[src/rtl/uart_pkg.sv]
// uart_pkg: shared FSM encoding, status layout, bus addresses and helpers for the UART RX path
package uart_pkg;

    typedef enum logic [1:0] {
        WAIT_FLAG,
        CAPTURE,
        CLEAR,
        WAIT_DROP
    } rx_state_t;

    localparam int ST_NEMPTY  = 0;
    localparam int ST_FULL    = 1;
    localparam int ST_OVR     = 2;
    localparam int ST_CNT_LSB = 8;

    localparam logic [31:0] UART_RX_DATA_ADDR = 32'h1001_0028;
    localparam logic [31:0] UART_RX_STAT_ADDR = 32'h1001_002C;

    function automatic int CeilLog2(input int value);
        int r;
        r = 0;
        for (int i = 0; i < 31; i++)
            if ((1 << i) < value) r = i + 1;
        return r;
    endfunction

endpackage

[src/rtl/uart_rx_fifo.sv]
// uart_rx_fifo: synchronous receive FIFO with occupancy count
// Ports: clk, reset (async, active-high), push/pop strobes, wr_data in,
//        head (oldest entry), count (0..FIFO_DEPTH), full, empty.
// A push while full is only accepted when a pop frees a slot in the same cycle.
module uart_rx_fifo
    import uart_pkg::*;
#(
    parameter int NBIT       = 8,
    parameter int FIFO_DEPTH = 4,
    parameter int CNT_W      = CeilLog2(FIFO_DEPTH) + 1
) (
    input  logic             clk,
    input  logic             reset,
    input  logic             push,
    input  logic             pop,
    input  logic [NBIT-1:0]  wr_data,
    output logic [NBIT-1:0]  head,
    output logic [CNT_W-1:0] count,
    output logic             full,
    output logic             empty
);

    localparam int AW = CeilLog2(FIFO_DEPTH);

    logic [NBIT-1:0] mem [FIFO_DEPTH];
    logic [AW-1:0]   wr_ptr;
    logic [AW-1:0]   rd_ptr;
    logic            do_push;
    logic            do_pop;

    assign empty   = count == '0;
    assign full    = count == CNT_W'(FIFO_DEPTH);
    assign do_pop  = pop & ~empty;
    assign do_push = push & (~full | pop);
    assign head    = mem[rd_ptr];

    // Pointers are exactly AW bits wide, so power-of-2 depth wraps for free
    always_ff @(posedge clk or posedge reset)
        if (reset) begin
            wr_ptr <= '0;
            rd_ptr <= '0;
            count  <= '0;
        end else begin
            wr_ptr <= wr_ptr + AW'(do_push);
            rd_ptr <= rd_ptr + AW'(do_pop);
            count  <= count + CNT_W'(do_push) - CNT_W'(do_pop);
        end

    always_ff @(posedge clk)
        if (do_push) mem[wr_ptr] <= wr_data;

endmodule

[src/rtl/uart_rx_ctrl.sv]
// uart_rx_ctrl: sequences UART_RX bytes into a receive FIFO and maps it onto the CPU bus
// Ports: clk, reset (async, active-high); rx_flag/rx_data from the receiver,
//        clr_rx_flag back to it (low for one cycle per byte); rd_pop, ovr_clr and
//        irq_en from the bus side; rd_data (FIFO head or 0), status word, irq.
module uart_rx_ctrl
    import uart_pkg::*;
#(
    parameter int NBIT       = 8,
    parameter int FIFO_DEPTH = 4,
    parameter int CNT_W      = CeilLog2(FIFO_DEPTH) + 1
) (
    input  logic            clk,
    input  logic            reset,
    input  logic            rx_flag,
    input  logic [NBIT-1:0] rx_data,
    output logic            clr_rx_flag,
    input  logic            rd_pop,
    input  logic            ovr_clr,
    input  logic            irq_en,
    output logic [31:0]     rd_data,
    output logic [31:0]     status,
    output logic            irq
);

    rx_state_t        state;
    logic             overrun;
    logic             push;
    logic             full;
    logic             empty;
    logic [NBIT-1:0]  head;
    logic [CNT_W-1:0] count;

    assign push = state == CAPTURE;

    uart_rx_fifo #(
        .NBIT      (NBIT),
        .FIFO_DEPTH(FIFO_DEPTH),
        .CNT_W     (CNT_W)
    ) u_fifo (
        .clk    (clk),
        .reset  (reset),
        .push   (push),
        .pop    (rd_pop),
        .wr_data(rx_data),
        .head   (head),
        .count  (count),
        .full   (full),
        .empty  (empty)
    );

    // clr_rx_flag is registered alongside the state: it drops exactly on entry to CLEAR
    always_ff @(posedge clk or posedge reset)
        if (reset) begin
            state       <= WAIT_FLAG;
            clr_rx_flag <= 1'b1;
        end else begin
            clr_rx_flag <= state != CAPTURE;
            case (state)
                WAIT_FLAG: state <= rx_flag ? CAPTURE : WAIT_FLAG;
                CAPTURE:   state <= CLEAR;
                CLEAR:     state <= WAIT_DROP;
                default:   state <= rx_flag ? WAIT_DROP : WAIT_FLAG;
            endcase
        end

    // A new overrun outranks a concurrent clear
    always_ff @(posedge clk or posedge reset)
        if (reset) overrun <= 1'b0;
        else if (push & full & ~rd_pop) overrun <= 1'b1;
        else if (ovr_clr) overrun <= 1'b0;

    assign rd_data = empty ? '0 : 32'(head);
    assign irq     = ~empty & irq_en;

    always_comb begin
        status                        = '0;
        status[ST_NEMPTY]             = ~empty;
        status[ST_FULL]               = full;
        status[ST_OVR]                = overrun;
        status[ST_CNT_LSB +: CNT_W]   = count;
    end

endmodule

[config.mk]
export PLATFORM = sky130hd
export DESIGN_NAME = uart_rx_ctrl
export DESIGN_NICKNAME = d
export VERILOG_FILES = /design/src/rtl/uart_pkg.sv /design/src/rtl/uart_rx_fifo.sv /design/src/rtl/uart_rx_ctrl.sv
export SDC_FILE = /design/constraint.sdc
export NUM_CORES = 1
export LEC_CHECK = 0
export ABC_CLOCK_PERIOD_IN_PS = 6300
export CAP_MARGIN = 40
export CORE_MARGIN = 1.5
export CORE_UTILIZATION = 48
export CTS_CLUSTER_DIAMETER = 50
export DETAILED_ROUTE_END_ITERATION = 12
export PLACE_DENSITY_LB_ADDON = 0.2
export REMOVE_ABC_BUFFERS = 1
export SLEW_MARGIN = 20
export SYNTH_ARGS = -nofsm -noshare
export SYNTH_HDL_FRONTEND = slang
export SYNTH_HIERARCHICAL = 1
export SYNTH_SLANG_ARGS = --single-unit
[constraint.sdc]
create_clock -name clk -period 6.3 [get_ports clk]
set_input_delay 0.63 -clock clk [delete_from_list [all_inputs] [get_ports clk]]
set_output_delay 0.63 -clock clk [all_outputs]
set_load 0.005 [all_outputs]
* After elaboration in Yosys (flattened, before gate mapping)
Memory sizes are Yosys's and may differ from the RTL's. Index checks and enable logic that the tools add are counted. W data, S select, Z words.
Word-level totals: RAM bits 32, memory bits (read-only) 0, memories 1, output and inout port bits 66, input port bits 14, logic and storage cells 35, bits in registers 11, bits in latches 0
Memories:
- u_fifo.mem | depth 4, bits a word 8, read ports 1, clocked after memory_dff 0, wr ports 1, RTL line uart_rx_fifo.sv:25 | logic [NBIT-1:0] mem [FIFO_DEPTH];
Cells by class: shift operators 0, multipliers 0, divide/modulo/power cells 0, magnitude comparators 0, reductions and logical operators 3, multiplexer cells 8, equal/unequal tests 4, $add $sub $neg 4, bitwise logic cells 9
Operators with widths (count):
- $mux W8 | 1
- $pmux W2 S3 | 1
- $and A1 B1 Y1 | 5
- $mux W1 | 5
- $add A2 B1 Y2 | 2
- $add A3 B1 Y3 | 1
- $eq A3 B3 Y1 const B | 1
- $logic_not A3 Y1 | 1
- $not A1 Y1 | 3
- $sub A3 B1 Y3 | 1
- $eq A2 B1 Y1 const B | 1
- $eq A2 B2 Y1 const B | 1
- $logic_not A2 Y1 | 1
- $mux W2 | 1
- $ne A2 B1 Y1 const B | 1
- $reduce_bool A2 Y1 | 1
- $or A1 B1 Y1 | 1

* Depth between registers and ports, before layout
word-level depth 6, depth in mapped cells 8, gate-level depth less buffers 8

* Modules after synthesis
The synthesis kept the hierarchy.
By module, submodules not included:
- uart_rx_fifo | cells an instance 78, sequential area each 1136.1 µm², area each 1600.3 µm², instances 1
- uart_rx_ctrl | cells an instance 82, sequential area each 101.3 µm², area each 649.4 µm², instances 1

* Least setup slack after synthesis
No wires, ideal clock.
path kind reg-to-reg, start point reg state[1], end point mem u_fifo.mem[0][0], enable pin, cell stages (with the launch flop) 5, period minus slack after synthesis 2.140 ns, data required time 5.905 ns, setup time 0.395 ns, arrival 1.745 ns, slack 4.160 ns, path buffers 0, path through dfrtp_1 > inv_1 > ha_1 > inv_1 > nor4_1
Between the ends: longest elaborated chain between the ends 4
RTL lines:
- start: declaration | RTL line uart_rx_ctrl.sv:25 | rx_state_t state;
- start signal: assignment | RTL line uart_rx_ctrl.sv:59 | WAIT_FLAG: state <= rx_flag ? CAPTURE : WAIT_FLAG;
- start signal: assignment | RTL line uart_rx_ctrl.sv:62 | default: state <= rx_flag ? WAIT_DROP : WAIT_FLAG;
- $eq A2 B1 Y1 | RTL line uart_rx_ctrl.sv:33 | assign push = state == CAPTURE;
- net push | RTL line uart_rx_ctrl.sv:27 | logic push;
- $and A1 B1 Y1 | RTL line uart_rx_fifo.sv:34 | assign do_push = push & (~full | pop);
- $mux W1 | RTL line uart_rx_fifo.sv:50 | if (do_push) mem[wr_ptr] <= wr_data;
- $mux W1 (implied by the code) | RTL line uart_rx_fifo.sv:50
- end: declaration | RTL line uart_rx_fifo.sv:25
The timed path passes the listed nets, and every way through them passes these cells.

* Worst setup path after layout
start point reg u_fifo.rd_ptr[0], end point out rd_data[2]
Between the ends: longest elaborated chain between the ends 2
RTL lines:
- start: declaration | RTL line uart_rx_fifo.sv:27 | logic [AW-1:0] rd_ptr;
- start signal: assignment | RTL line uart_rx_fifo.sv:45 | rd_ptr <= rd_ptr + AW'(do_pop);
- $mem_v2 Z4 W8
- net head[2] | RTL line uart_rx_ctrl.sv:30 | logic [NBIT-1:0] head;
- $mux W8 | RTL line uart_rx_ctrl.sv:72 | assign rd_data = empty ? '0 : 32'(head);
- end: declaration | RTL line uart_rx_ctrl.sv:20 | output logic [31:0] rd_data,
The timed path passes the listed nets, and every way through them passes these cells.

==> results.md <==
- Post-CTS sizing: 0
- Via count: 1112
- Final GP Congestion: 0.714
- Final worst path period need: 2.81 ns
- Post-synthesis register bit count: 43
- Final TNS setup: 0 ns
- Final setup viols: 0
- Initial Util: 50.6%
- Synth Cell Area: 2250 um^2
- CTS Hold Bufs: 0
- Antenna Violating Nets Remaining: 0
- Post-Synth XOR/XNOR Area: 2.34%
- First-pass GRT wire length: 5.21 mm
- Hold Path Depth: 2
- Critical R2R Launch: state[1]
- Final hold violation count: 0
- Diode count: 0
- Worst-case reg-to-reg path depth: 8
- Worst Path Class, Setup: reg -> out
- Final setup margin: 3.49 ns
- MaxCap Viol Count: 0
- Dpl ws: 3.67 ns
- Critical path peak fanout: 10
- Share of power burned in registers: 45.3%
- Switch Pwr: 315 uW
- Pwr dens: 410 nW/um^2
- Synth-to-Final Area Change: 10.3%
- Synth Area in Compound Gates: 2.89%
- Mux contribution to synthesized area: 8.01%
- Remaining Overflow, GRT: 0
- Syn Area/Cell: 14.1 um^2
- Yosys cell types: 30
- Total Routing Usage GR: 13.8%
- CTS Buf Count: 5
- Clock Power Share: 16.6%
- Hold endpoint: overrun
- # nets final: 214
- 1st-pass router iterations: 10
- Critical Path AT: 2.18 ns
- Layout cells sized above 1: 13.3%
- TritonCTS Sinks: 43
- CP Capture Type: output port
- Die Y: 71.5 um
- RSZ-0062 raised after global routing: no
- Yosys warnings: 6
- H-tree Lvls: 2
- P_leak: 0.987 nW
- Outcome: finished with violations
- DR iter-0 viols: 58
- CP top delay family: flip-flops
- Core footprint: 4440 um^2
- DRT Wirelength: 3.13 mm
- Vias in the first global route: 1059
- Post-CTS setup buffer count: 0
- Critical path required time: 5.67 ns
- Synth Instances: 160
- Chip width: 71.5 um
- Hold Path Class: reg -> reg
- Worst skew pair latency: 0.29 ns
- Critical-path top delay cell: dfrtp_1
- CTS Buffer Depth: 2
- Final period utilization: 44.6%
- FF-to-FF setup slack: 4.09 ns
- Crit path cell chain: mux4_2, nor2b_1, clkdlybuf4s50_1
- Post-DP HPWL: 2.31 mm
- # rows: 24
- Post-Synth Adder-Cell Area: 3.67%
- Crit-path max cell delay: 0.73 ns
- Drc violations: 6
- Failing checks: design-rule violations
- Comb pwr share: 38.1%
- Reg2Reg Capture Point: u_fifo/count[2]
- Hold path start: overrun
- CTS tree: built
- Routed len/inst: 12.7 um
- CP Launch Type: register
- CTS clk-pin slew, worst paths: 0.08 ns
- Largest net degree at the start of global routing: 15
- I/O Buffers: 29
- Seq/Total Area, Yosys: 55.0%
- Worst-Margin Slew: 0.594 ns
- Sw Share: 31.0%
- Largest family of logic cells by synthesized area: buffers and inverters
- Initial antenna violation count: 0
- DIE AREA: 5110 um^2
- Buf/Inv on CP: 1
- Achievable frequency: 0.356 GHz
- Max-slew headroom: 60.4%
- Maximum vdd drop: 181 uV
- Final Skew: 0.00266 ns
- Synth Area in Simple Gates: 7.17%
- Internal power: 703 uW
- Vias per std cell: 4.50
- Boundary pin count: 80
- Final Max Slew Viols: 0
- Clock Tree Root: clkbuf_8
## flip-flops by register name, summed over array words and instances, names as in the netlist
name	cells
u_fifo/rd_ptr	2
overrun	1
u_fifo/mem	32
u_fifo/wr_ptr	2
clr_rx_flag	1
state	2
u_fifo/count	3
## cell families (layout without fill, tap and decap cells)
logic type | after synthesis | after routing
buffers and inverters | 66 | 52
flip-flops | 43 | 43
AND/OR/NAND/NOR | 23 | 23
multiplexers | 8 | 8
AO/OA/AOI/OAI | 7 | 7
adder cells (fa/ha/maj) | 6 | 6
XOR/XNOR | 6 | 6
other | 1 | 50
## synth_stat cells
| master | instances | area (um^2) |
|---|---|---|
| conb_1 | 1 | 3.75 |
| or2_2 | 1 | 6.26 |
| fa_1 | 1 | 20.0 |
| nor4b_2 | 1 | 15.0 |
| xnor2_1 | 3 | 26.3 |
| dfstp_2 | 1 | 26.3 |
| inv_1 | 10 | 37.5 |
| nor2_1 | 1 | 3.75 |
| buf_6 | 3 | 33.8 |
| nand3b_1 | 1 | 7.51 |
| mux4_2 | 8 | 180 |
| o211ai_1 | 2 | 15.0 |
| buf_4 | 52 | 390 |
| nor2b_1 | 9 | 56.3 |
| o311ai_2 | 1 | 16.3 |
| clkbuf_2 | 1 | 5.00 |
| o21ai_0 | 1 | 5.00 |
| nor3b_1 | 2 | 15.0 |
| o31ai_2 | 1 | 12.5 |
| nor4_1 | 1 | 6.26 |
| nor4b_4 | 1 | 23.8 |
| nand2b_1 | 1 | 6.26 |
| edfxtp_1 | 32 | 961 |
| o311a_1 | 1 | 10.0 |
| nor3_1 | 2 | 10.0 |
| xor2_1 | 3 | 26.3 |
| nand2_1 | 3 | 11.3 |
| ha_1 | 5 | 62.6 |
| o22ai_1 | 1 | 6.26 |
| dfrtp_1 | 10 | 250 |
## layer usage
layer | vias to the layer above | GRT usage (%) | share of wire, %
met3 | 6 | 4.78 | 7.0
li1 | 517 | - | -
met1 | 529 | 15.8 | 40
met4 | 0 | 6.29 | 2.1
met5 | - | 0 | 0
met2 | 60 | 23.4 | 51
## worst min-delay path, stage by stage (launching register included)
cell and delay (ns):
dfrtp_1 0.38, inv_1 0.05, o22ai_1 0.06
## cells in the final DEF (no fill, tap or decap), types with 2 or more instances in the layout
cell / synthesis / final
dfrtp_1: 10 / 10
ha_1: 5 / 5
o211ai_1: 2 / 2
clkdlybuf4s50_1: 0 / 29
edfxtp_1: 32 / 32
nor3_1: 2 / 2
clkbuf_8: 0 / 5
buf_4: 52 / 4
xor2_1: 3 / 3
nor3b_1: 2 / 2
nand2_1: 3 / 3
xnor2_1: 3 / 3
inv_1: 10 / 10
conb_1: 1 / 50
mux4_2: 8 / 8
nor2b_1: 9 / 9
## worst max-delay path by stage
| stage | depth (start not counted) | end | slack (ns) | startpoint |
|---|---|---|---|---|
| 4_1_cts | 3 | rd_data[2] | 3.43 | u_fifo/rd_ptr[0] |
| 6_report | 3 | rd_data[2] | 3.49 | u_fifo/rd_ptr[0] |
| 2_1_floorplan | 4 | u_fifo/mem[0][0] | 4.16 | state[1] |
| 5_1_grt | 3 | rd_data[6] | 3.35 | u_fifo/rd_ptr[0] |
| 3_3_place_gp | 7 | u_fifo/count[2] | 3.67 | rd_pop |
| 3_5_place_dp | 7 | u_fifo/count[2] | 3.67 | rd_pop |
## power by group through the flow
stage | sequential [mW] | combinational [mW] | clock, mW
after floorplan | 0.452 | 0.221 | 0
after global placement | 0.466 | 0.383 | 0
after detailed placement | 0.470 | 0.392 | 0
after CTS | 0.464 | 0.394 | 0.175
after global routing | 0.476 | 0.432 | 0.185
final | 0.461 | 0.388 | 0.169
## final cells by class
cell class	count	area [um^2]
Clock buffer	6	72.6
Clock inverter	2	13.8
Fill cell	364	1960
Inverter	10	37.5
Multi-Input combinational cell	100	729
Sequential cell	43	1240
Tap cell	52	65.1
Timing Repair Buffer	34	325
## metrics by stage
step	cell area [um^2]	cells	utilization, %	hold WS (ns)	power, mW
floorplan	2000	153	-	0.395	0.673
global placement	2390	238	53.8	0.522	0.848
detailed placement	2390	238	53.8	0.526	0.862
CTS	2480	246	55.7	0.538	1.03
global route	2480	247	55.8	0.573	1.09
finish	2480	247	55.8	0.535	1.02
No activity file was read; power rests on OpenSTA's default activity.
